==> src/rtl/prim_secded_72_64_rsp.sv <==
// prim_secded_72_64_rsp: post-SECDED read response stage with a 2-deep FIFO, error counters, a first-error log and a scrub request slot.
module prim_secded_72_64_rsp #(
  parameter int AW   = 32,
  parameter int CntW = 16
) (
  input  logic            clk_i,
  input  logic            rst_ni,
  input  logic            in_valid_i,
  output logic            in_ready_o,
  input  logic [AW-1:0]   in_addr_i,
  input  logic [63:0]     in_data_i,
  input  logic [7:0]      in_syndrome_i,
  input  logic [1:0]      in_err_i,
  output logic            out_valid_o,
  input  logic            out_ready_i,
  output logic [63:0]     out_data_o,
  output logic [1:0]      out_err_o,
  output logic            scrub_req_o,
  input  logic            scrub_gnt_i,
  output logic [AW-1:0]   scrub_addr_o,
  output logic [63:0]     scrub_data_o,
  output logic            scrub_drop_o,
  input  logic            clear_i,
  output logic [CntW-1:0] cnt_ce_o,
  output logic [CntW-1:0] cnt_ue_o,
  output logic            log_valid_o,
  output logic            log_ue_o,
  output logic [AW-1:0]   log_addr_o,
  output logic [7:0]      log_syndrome_o
);
  logic [65:0]     r_mem [2];
  logic            r_rd, r_wr;
  logic [1:0]      r_cnt;
  logic [CntW-1:0] r_cnt_ce, r_cnt_ue;
  logic            r_log_valid, r_log_ue;
  logic [AW-1:0]   r_log_addr;
  logic [7:0]      r_log_syn;
  logic            r_scrub_req, r_drop;
  logic [AW-1:0]   r_scrub_addr;
  logic [63:0]     r_scrub_data;
  logic            w_push, w_pop, w_ce, w_ue, w_drop, w_log_ld;

  assign in_ready_o     = r_cnt != 2'd2;
  assign out_valid_o    = r_cnt != 2'd0;
  assign {out_data_o, out_err_o} = r_mem[r_rd];
  assign w_push         = in_valid_i & in_ready_o;
  assign w_pop          = out_valid_o & out_ready_i;
  // 2'b11 counts as uncorrectable only
  assign w_ce           = w_push & (in_err_i == 2'b01);
  assign w_ue           = w_push & in_err_i[1];
  assign w_drop         = w_ce & r_scrub_req & ~scrub_gnt_i;
  assign w_log_ld       = (w_ce | w_ue) & (clear_i | ~r_log_valid | (w_ue & ~r_log_ue));
  assign cnt_ce_o       = r_cnt_ce;
  assign cnt_ue_o       = r_cnt_ue;
  assign log_valid_o    = r_log_valid;
  assign log_ue_o       = r_log_ue;
  assign log_addr_o     = r_log_addr;
  assign log_syndrome_o = r_log_syn;
  assign scrub_req_o    = r_scrub_req;
  assign scrub_addr_o   = r_scrub_addr;
  assign scrub_data_o   = r_scrub_data;
  assign scrub_drop_o   = r_drop;

  always_ff @(posedge clk_i or negedge rst_ni) begin
    if (!rst_ni) begin
      r_mem[0]     <= '0;
      r_mem[1]     <= '0;
      r_rd         <= 1'b0;
      r_wr         <= 1'b0;
      r_cnt        <= '0;
      r_cnt_ce     <= '0;
      r_cnt_ue     <= '0;
      r_log_valid  <= 1'b0;
      r_log_ue     <= 1'b0;
      r_log_addr   <= '0;
      r_log_syn    <= '0;
      r_scrub_req  <= 1'b0;
      r_scrub_addr <= '0;
      r_scrub_data <= '0;
      r_drop       <= 1'b0;
    end else begin
      if (w_push) begin
        r_mem[r_wr] <= {in_data_i, in_err_i};
        r_wr        <= ~r_wr;
      end
      if (w_pop) r_rd <= ~r_rd;
      r_cnt    <= r_cnt + {1'b0, w_push} - {1'b0, w_pop};
      r_cnt_ce <= clear_i ? CntW'(w_ce) : r_cnt_ce + CntW'(w_ce & ~&r_cnt_ce);
      r_cnt_ue <= clear_i ? CntW'(w_ue) : r_cnt_ue + CntW'(w_ue & ~&r_cnt_ue);
      if (w_log_ld) begin
        r_log_valid <= 1'b1;
        r_log_ue    <= w_ue;
        r_log_addr  <= in_addr_i;
        r_log_syn   <= in_syndrome_i;
      end else if (clear_i) begin
        r_log_valid <= 1'b0;
        r_log_ue    <= 1'b0;
        r_log_addr  <= '0;
        r_log_syn   <= '0;
      end
      if (w_ce & ~w_drop) begin
        r_scrub_req  <= 1'b1;
        r_scrub_addr <= in_addr_i;
        r_scrub_data <= in_data_i;
      end else if (scrub_gnt_i) begin
        r_scrub_req  <= 1'b0;
      end
      r_drop <= w_drop | (r_drop & ~clear_i);
    end
  end
endmodule

==> config.mk <==
export PLATFORM = sky130hd
export DESIGN_NAME = prim_secded_72_64_rsp
export DESIGN_NICKNAME = d
export VERILOG_FILES = /design/src/rtl/prim_secded_72_64_rsp.sv
export SDC_FILE = /design/constraint.sdc
export NUM_CORES = 1
export LEC_CHECK = 0
export ABC_AREA = 1
export BUFFER_PORTS_ARGS = -buffer_cell sky130_fd_sc_hd__buf_2
export CORE_ASPECT_RATIO = 1.4
export CORE_MARGIN = 2
export CORE_UTILIZATION = 30
export DETAILED_ROUTE_END_ITERATION = 16
export PLACE_DENSITY = 0.59
export SETUP_SLACK_MARGIN = 0.5
export SYNTH_ARGS = -nofsm -noshare
export SYNTH_HDL_FRONTEND = slang
export SYNTH_SLANG_ARGS = --single-unit
==> constraint.sdc <==
create_clock -name clk_i -period 2.62 [get_ports clk_i]
set_input_delay 0.262 -clock clk_i [delete_from_list [all_inputs] [get_ports clk_i]]
set_output_delay 0.262 -clock clk_i [all_outputs]
set_load 0.01 [all_outputs]
Yosys cells after proc, flatten, opt, wreduce, memory -nomap -nowiden
Cells that the tools add are included.
{"block": "word_totals", "elab_cells": 74, "in_bits": 112, "out_inout_bits": 240, "reg_bits": 308}
{"block": "op_classes", "eq_ne": 2, "add_sub_neg": 4, "magnitude_cmp": 3, "n_mux": 17, "n_bitwise": 25, "n_reduce_logical": 8}
{"op": "$mux 66", "n": 4}
{"op": "$bwmux 132", "n": 1}
{"op": "$demux 66 s1", "n": 1}
{"op": "$mux 32", "n": 2}
{"op": "$add 16x1->16", "n": 2}
{"op": "$mux 16", "n": 2}
{"op": "$reduce_and 16->1", "n": 2}
{"op": "$mux 8", "n": 2}
{"op": "$and 1x1->1", "n": 12}
{"op": "$not 1->1", "n": 7}
{"op": "$reduce_bool 2->1", "n": 3}
{"op": "$mux 1", "n": 5}
{"op": "$ge 2x2->1 const B", "n": 2}
{"op": "$not 1->2", "n": 2}
{"op": "$or 1x1->1", "n": 4}
{"op": "$add 2x1->2", "n": 1}
{"op": "$eq 2x1->1 const B", "n": 1}
{"op": "$logic_not 1->1", "n": 2}
{"op": "$lt 2x1->1 const B", "n": 1}
{"op": "$ne 2x2->1 const B", "n": 1}
{"op": "$sub 2x1->2", "n": 1}
{"op": "$logic_and 1x1->1", "n": 1}

Depth between registers and ports, before layout
Gate-level depths: netlist (run 1).
{"block": "depth", "word_depth": 8, "depth_mapped": 14}

Worst setup path after synthesis (run 1)
OpenSTA, ideal clock, no wires.
{"block": "synth_path", "kind": "flip-flop to flip-flop", "startpoint": "register r_cnt[1]", "endpoint": "register r_cnt_ce[15], in the netlist cnt_ce_o[15]", "stages_incl_launch_ff": 14, "path_slack_ns": 0.733, "arrival_ns": 1.765, "synth_period_minus_slack_ns": 1.887, "required_ns": 2.499, "setup_ns": 0.121, "path_buffers": 0, "path_cell_list": "dfrtp_1 > nand2_4 > nand2_4 > inv_2 > nand3_1 > a21oi_1 > ha_1 > nand2_1 > nor2_1 > nand2_1 > nor2_1 > nand2_1 > nand2_1 > nor2_1"}
{"block": "synth_via", "elab_chain_len": 6}
{"element": "from (decl)", "line": "33", "source": "logic [1:0] r_cnt;"}
{"element": "from (signal assigned)", "line": "87", "source": "r_cnt <= r_cnt + {1'b0, w_push} - {1'b0, w_pop};"}
{"element": "$ne 2x2->1", "line": "43", "source": "assign in_ready_o = r_cnt != 2'd2;"}
{"element": "via in_ready_o", "line": "9", "source": "output logic in_ready_o,"}
{"element": "$and 1x1->1", "line": "46", "source": "assign w_push = in_valid_i & in_ready_o;"}
{"element": "$and 1x1->1", "line": "49", "source": "assign w_ce = w_push & (in_err_i == 2'b01);"}
{"element": "$and 1x1->1", "line": "88", "source": "r_cnt_ce <= clear_i ? CntW'(w_ce) : r_cnt_ce + CntW'(w_ce & ~&r_cnt_ce);"}
{"element": "$add 16x1->16", "line": "88"}
{"element": "$mux 16", "line": "88"}
{"element": "to (signal assigned)", "line": "88"}
{"element": "to (decl)", "line": "34", "source": "logic [CntW-1:0] r_cnt_ce, r_cnt_ue;"}
The timed path passes the listed nets, and every way through them passes these cells.
A chain may end at the register's enable or synchronous reset.

Final worst setup path (run 1)
{"block": "layout_path", "startpoint": "register r_rd", "endpoint": "output port out_data_o[30]"}
{"block": "layout_via", "elab_chain_len": 4}
{"element": "from (decl)", "line": "32", "source": "logic r_rd, r_wr;"}
{"element": "from (signal assigned)", "line": "86", "source": "if (w_pop) r_rd <= ~r_rd;"}
{"element": "$not 1->2 (not written as such)", "line": "45", "source": "assign {out_data_o, out_err_o} = r_mem[r_rd];"}
{"element": "$mux 66 (not written as such) (3 in a row)", "line": "45"}
{"element": "to (decl)", "line": "16", "source": "output logic [63:0] out_data_o,"}
No other way between the ends. The select of a mux whose other input is x is not followed.

==> metrics.txt, run 1 <==
die area 0.0450 sq mm; Synth area leaders dfrtp_1 (59%), nand2_1 (16%), o21ai_0 (6.1%), inv_1 (3.6%), nand3_1 (3.5%); Yosys top cell area share between 50% and 60%; crit path buf inv count 2; Slew Limit Fails 0; Synth Area in Compound Gates 10.4%; root buffer cell clkbuf_16; critical path endpoint category output pin; TritonCTS Buffers 34; share of layout cells above drive strength 1 between 20% and 30%; post-synthesis sequential area ratio approximately three fifths; status completed; post-layout min period 1.98 ns; Net Sw Frac about 37%; Max stage delay on crit path ~0.4 ns; Tcrit/Tclk final 75.6%; IR drop worst, VDD 0.803 mV; crit path max fanout 66; Synth Area in Adders 0.579%; required time worst endpoint 2.36 ns; worst slew pin tran 0.757 ns; relative slew slack 49.4%; fmax 0.505 GHz; WL/cell 15.1 um; first-pass GRT wire length 59800 um; synthesized instance count 1509; Clk pwr share 24.2%; critical path class flop to output pin; post-synth cell types 30; net switching power roughly 7.1 mW; Crit path max-delay family buffers and inverters; synthesized flop and latch total approximately 310; CTS tree done; Final #Nets 2008; GRT overflow 0; sequential fraction of design power 40.1%; total nets after synthesis 1627; main combinational cell family by area after synthesis simple AND/OR/NAND/NOR gates; P_int around 12 mW; initial antenna violation count 1; Vert. Die Dim ~250 um; Leakage 9.14 nW; DR iter-0 viols 614; Final GP Congestion 0.803; GRT Util Overall 16.2%; Clock Tree Buf Depth 3; num ports between 300 and 400; setup_tns 0 ns; final instance area 0.0170 sq mm; Post-DP Area 0.0154 sq mm; DR DRC count 0; Post-DRT Antenna Nets 0; mux share of post-synthesis cell area 0%; final hold vios 0; worst-path cell chain buf_8, nand2_1, nand2_1, buf_2; cell repeated most along the worst path nand2_1; WL final 37200 um; Core Box Area 0.0429 sq mm; worst skew pair latency ~0.52 ns; Die Wd 180 um; Final WS setup 0.638 ns; WP data arrival 1.72 ns; Hold/Removal Path Class input pin to flop; unrepaired setup endpoints after global routing false; # setup viols final 0; Sink Count 308; Yosys Warn Count 0; vias around 11000; Non-Filler Instances around 2500; P per Cell Area 1120 mW/mm^2; simple-gate share of the synthesized area 22.1%; Detailed Routing Iterations Pass 1 7; combinational power share 35.8%; Post-DP HPWL 24900 um; power consumption about 19 mW; Post-Place Cells 2359; dpl ws 0.359 ns; Post-Route Skew 0.0182 ns; vias per inst 4.58; area leader, netlist dfrtp_1; initial core utilization a little under a third; vias in the first global route 11300; Mean Syn Cell Area 8.60 sq um; Mapped Area 0.0130 sq mm; max cap viols 0; largest net degree at the start of global routing 132; Area growth, synth to finish 30.7%; port bufs between 300 and 400; xor and xnor fraction of the mapped netlist area less than 1%; CP startpoint kind flop; Worst path slowest cell dfrtp_2; clk slew on worst S/H paths about 0.06 ns; H-tree depth 2; Rows 90
-- area by class of cell --
cell class                      instances  area [sq um]
Sequential cell                       308          7710
Antenna cell                            1          2.50
Multi-Input combinational cell        993          4460
Fill cell                            4368         25900
Timing Repair Buffer                  428          2560
Inverter                              125           477
Clock buffer                           51          1030
Clock inverter                          5          33.8
Tap cell                              552           691
-- cells in the final DEF, fill, tap and decap left out, types with 5 or more instances in the layout --
cell type / instances
nand4_1: 6
dfrtp_1: 304
nor2_1: 59
o21ai_2: 10
ha_1: 5
buf_12: 8
inv_1: 122
clkbuf_16: 35
buf_2: 350
nand3_1: 90
nand2_1: 549
dlygate4sd3_1: 41
buf_4: 26
o21ai_1: 71
clkbuf_8: 9
clkbuf_1: 7
o21ai_0: 158
a21oi_1: 8
xor2_1: 6
-- power groups by stage --
| stage | Clock (mW) | Combinational, mW | Sequential [mW] |
|---|---|---|---|
| after floorplan | 0 | 3.56 | 7.97 |
| after global placement | 0 | 6.75 | 7.62 |
| after detailed placement | 0 | 6.87 | 7.68 |
| after CTS | 4.79 | 6.94 | 7.63 |
| after global routing | 4.97 | 7.71 | 7.87 |
| final | 4.60 | 6.82 | 7.63 |
-- flip-flops by register name, summed over array words and instances, names as in the netlist --
signal / cells
log_syndrome_o: 8
scrub_req_o: 1
log_addr_o: 32
log_ue_o: 1
cnt_ce_o: 16
log_valid_o: 1
r_mem: 132
scrub_drop_o: 1
scrub_addr_o: 32
scrub_data_o: 64
r_wr: 1
r_rd: 1
cnt_ue_o: 16
r_cnt: 2
-- synthesized netlist by cell type (all sizes together) --
library cell and n:
nand2 553, dfrtp 308, o21ai 239, inv 125, nand3 91, nor2 66
buf 44, clkbuf 40, a21oi 10, nand4 7, ha 6, xor2 6
o21bai 4, o21a 3, nor3 2, or2 2, xnor2 2, a211oi 1
-- worst min-delay path, stage by stage --
cell     delay, ns
buf_2         0.08
nand3_1       0.09
nand2_1       0.08
-- routing by layer --
metal	up-vias	track usage, %	wire length (um)
met2	323	28.7	18800
met1	5362	19.2	14900
met4	0	5.92	1160
met5	-	0	0
li1	5522	-	-
met3	73	3.58	2300
-- cell families after synthesis --
logic type,Yosys count
fa+ha+maj,6
flops,308
simple gates,721
compound gates,257
buf+inv,209
xor+xnor,8
-- what timing repair did --
item / 4_1_cts / 5_1_grt
hold buffers: 41 / 0
gates resized for setup: 6 / 21
pin swaps: 0 / 2
endpoints found under the hold margin: 129 / 0
setup buffers: 0 / 5
setup endpoints to repair: 99 / 157
cloned: 0 / 1
-- through the flow --
stage	utilization, %	hold WS, ns
floorplan	-	-0.0336
global placement	35.8	0.289
detailed placement	35.8	0.293
CTS	39.3	0.000216
global route	39.5	0.00512
finish	39.5	0.0251
-- final timing paths --
check                      slack (ns)  depth (start not counted)                 to              from
max                              0.64                          4     out_data_o[30]              r_rd
min                              0.03                          3  log_syndrome_o[6]  in_syndrome_i[6]
max reg2reg                      0.65                         13       cnt_ce_o[15]          r_cnt[1]
min reg2reg                      0.47                          2   scrub_data_o[23]  scrub_data_o[23]
max in group asynchronous        1.40                          3    scrub_data_o[7]            rst_ni
min in group asynchronous        0.29                          2   scrub_data_o[41]            rst_ni
(Power assumes the default switching activity.)
==> run 2, diff against run 1 <==
--- a/config.mk
+++ b/config.mk
@@ -11,7 +11,7 @@
 export CORE_MARGIN = 2
 export CORE_UTILIZATION = 30
 export DETAILED_ROUTE_END_ITERATION = 16
-export PLACE_DENSITY = 0.59
+export PLACE_DENSITY = 0.6
 export SETUP_SLACK_MARGIN = 0.5
 export SYNTH_ARGS = -nofsm -noshare
 export SYNTH_HDL_FRONTEND = slang
==> constraint.sdc (replaced) <==
create_clock -name clk_i -period 1.63 [get_ports clk_i]
set_input_delay 0.163 -clock clk_i [delete_from_list [all_inputs] [get_ports clk_i]]
set_output_delay 0.163 -clock clk_i [all_outputs]
set_load 0.01 [all_outputs]
==> run 2 against run 1 <==
Effect of this change:
- the flow now finishes with violations (hold timing, setup timing)
- die area did not move
- sequential cell count stayed put
- worst setup slack got worse by 0.85 ns
- combinational power rose to 2.9 times the previous value
- clock power increased by 80%
- non-clock buffer count is 252 higher
- critical endpoint is now r_mem[117]
- largest power group is now combinational cells
==> metrics.txt, run 2 (synthesis results as in run 1) <==
root buffer cell clkbuf_16 (unchanged); WL final 54400 um (was 37200 um); fmax 0.544 GHz; relative slew slack 56.9% (was 49.4%); failing checks hold timing, setup timing; IR drop worst, VDD 0.939 mV (was 0.803 mV); TritonCTS Buffers 34 (unchanged); Sink Count 308 (unchanged); # setup viols final 309 (was 0); global route hottest layer met2 (unchanged); Post-Route Skew 0.0175 ns (was 0.0182 ns); vias per inst 4.88 (was 4.58); WL/cell 20.0 um (was 15.1 um); required time worst endpoint 2.03 ns (was 2.36 ns); H-tree depth 2 (unchanged); port bufs 351 (unchanged); DR iter-0 viols 639 (was 614); CP startpoint kind flop (unchanged); number of flip-flops in the largest register 132 (unchanged); WP data arrival 2.24 ns (was 1.72 ns); setup_tns -28.28 ns (was 0 ns); Non-Filler Instances 2722 (was 2463); clk slew on worst S/H paths 0.06 ns (about the same); met1 usage 20.8% (was 19.2%); global-route met3 utilization 3.37% (was 3.58%); GRT overflow 0 (unchanged); vias 13300 (was 11300); Post-DRT Antenna Nets 0 (unchanged); DR DRC count 0 (unchanged); max cap viols 0 (unchanged); unrepaired setup endpoints after global routing true (was false); GRT Util Overall 18.0% (was 16.2%); Final GP Congestion 0.831 (was 0.803); Clock Tree Buf Depth 3 (unchanged); num ports 352 (unchanged); largest net degree at the start of global routing 83 (was 132); Final #Nets 2262 (was 2008); crit path max fanout 6 (was 66); Final WS setup -0.208 ns (was 0.638 ns); met2 Use GR 32.3% (was 28.7%); die area 0.0450 sq mm (unchanged); Slew Limit Fails 0 (unchanged); Post-DP Area 0.0161 sq mm (was 0.0154 sq mm); Top reg by flops r_mem (unchanged); post-layout min period 1.84 ns; # diodes 0 (was 1); worst skew pair latency 0.53 ns (was 0.52 ns); CTS tree done (unchanged); most common cell after layout, fill and taps aside buf_2 (was nand2_1); Detailed Routing Iterations Pass 1 5 (was 7); final instance area 0.0230 sq mm (was 0.0170 sq mm); worst slew pin tran 0.647 ns (was 0.757 ns); Area growth, synth to finish 76.9% (was 30.7%); Core Box Area 0.0429 sq mm (unchanged); final hold vios 1 (was 0); Die Wd 180 um (unchanged); Hold/Removal Path Class input pin to flop (unchanged); critical path class flop to flop (was flop to output pin); initial antenna violation count 0 (was 1); first-pass GRT wire length 65700 um (was 59800 um); worst hold slack -0.000489 ns (was 0.0251 ns); status finished, violations left (was completed); reg2reg setup slack -0.21 ns (was 0.65 ns); P per Cell Area 1790 mW/mm^2 (was 1120 mW/mm^2); initial core utilization 30.2% (unchanged); Post-DP HPWL 26600 um (was 24900 um); share of layout cells above drive strength 1 49.8% (was 24.7%); Leakage 11.8 nW (was 9.14 nW); Post-Place Cells 2427 (was 2359); critical path endpoint category flop (was output pin); vias in the first global route 12400 (was 11300); most frequent cells in the layout buf_2 (315), dfrtp_1 (306), nand2_1 (282) (was nand2_1 (549), buf_2 (350), dfrtp_1 (304)); Rows 90 (unchanged); Tcrit/Tclk final 113%; Vert. Die Dim 250 um (unchanged)
## run 2: cell types whose count changed in the layout (fill, tap and decap cells not counted), moves of 62 or more
| cell | delta |
|---|---|
| o21ai_2 | +113 |
| nand2_4 | +99 |
| nand2_2 | +167 |
| nand2_1 | -267 |
| o21ai_0 | -152 |
| dlygate4sd3_1 | +65 |
| buf_6 | +62 |
## run 2: final timing paths
check,start,endpoint,cells past startpoint
setup / recovery,r_cnt[1],r_mem[117],10
hold reg to reg,r_mem[65],r_mem[65],2
setup reg to reg,r_cnt[1],r_mem[117],10
hold / removal,scrub_gnt_i,scrub_req_o,4
min in group asynchronous,rst_ni,scrub_data_o[41],2
max in group asynchronous,rst_ni,r_mem[28],3
## run 2: metal layers
layer	share of wire [%]	wire length, um	vias up
li1	-	-	6101
met5	0	0	-
met3	4.9	2660	133
met1	37	20300	6566
met2	53	28900	488
met4	4.6	2530	0
## run 2: where the power goes
part           internal, mW  leakage, nW  switching, mW
Clock                  5.04        0.587           3.26
Combinational          9.48         7.30           10.0
Sequential             10.7         3.91           2.60
## run 2: worst max-delay path, stage by stage, from the launching register on
cell and delay [ns]:
dfrtp_1 0.42, nand2_4 0.09, nand2_4 0.07, buf_4 0.14
buf_6 0.11, buf_8 0.12, buf_12 0.12, or2_4 0.31
clkbuf_16 0.19, nand2_1 0.06, o21ai_1 0.08
## run 2: final cells by class
type	instances	area (sq um)
clock inverters	14	199
well taps	552	691
fillers	3566	19900
repair buffers	680	6580
inverters	125	484
multi-input cells	995	6310
flip-flops and latches	308	7710
clock buffers	48	987
## run 2: what timing repair did
| action | CTS | global route |
|---|---|---|
| cloned | 13 | 71 |
| setup buffers | 20 | 23 |
| endpoints found under the hold margin | 313 | 0 |
| endpoints found under the setup margin | 545 | 547 |
| resized for setup | 178 | 556 |
| hold buffers | 106 | 0 |
| pin swaps | 37 | 71 |
## run 2: per-stage QoR
stage / power [mW] / utilization [%] / worst slack (ns)
finish: 41.1 / 53.5 / -0.208
global route: 43.1 / 53.5 / -0.274
CTS: 34.5 / 45.4 / -0.195
detailed placement: 24.0 / 37.6 / -0.124
global placement: 23.7 / 37.6 / -0.0947
floorplan: 19.0 / - / -0.0571
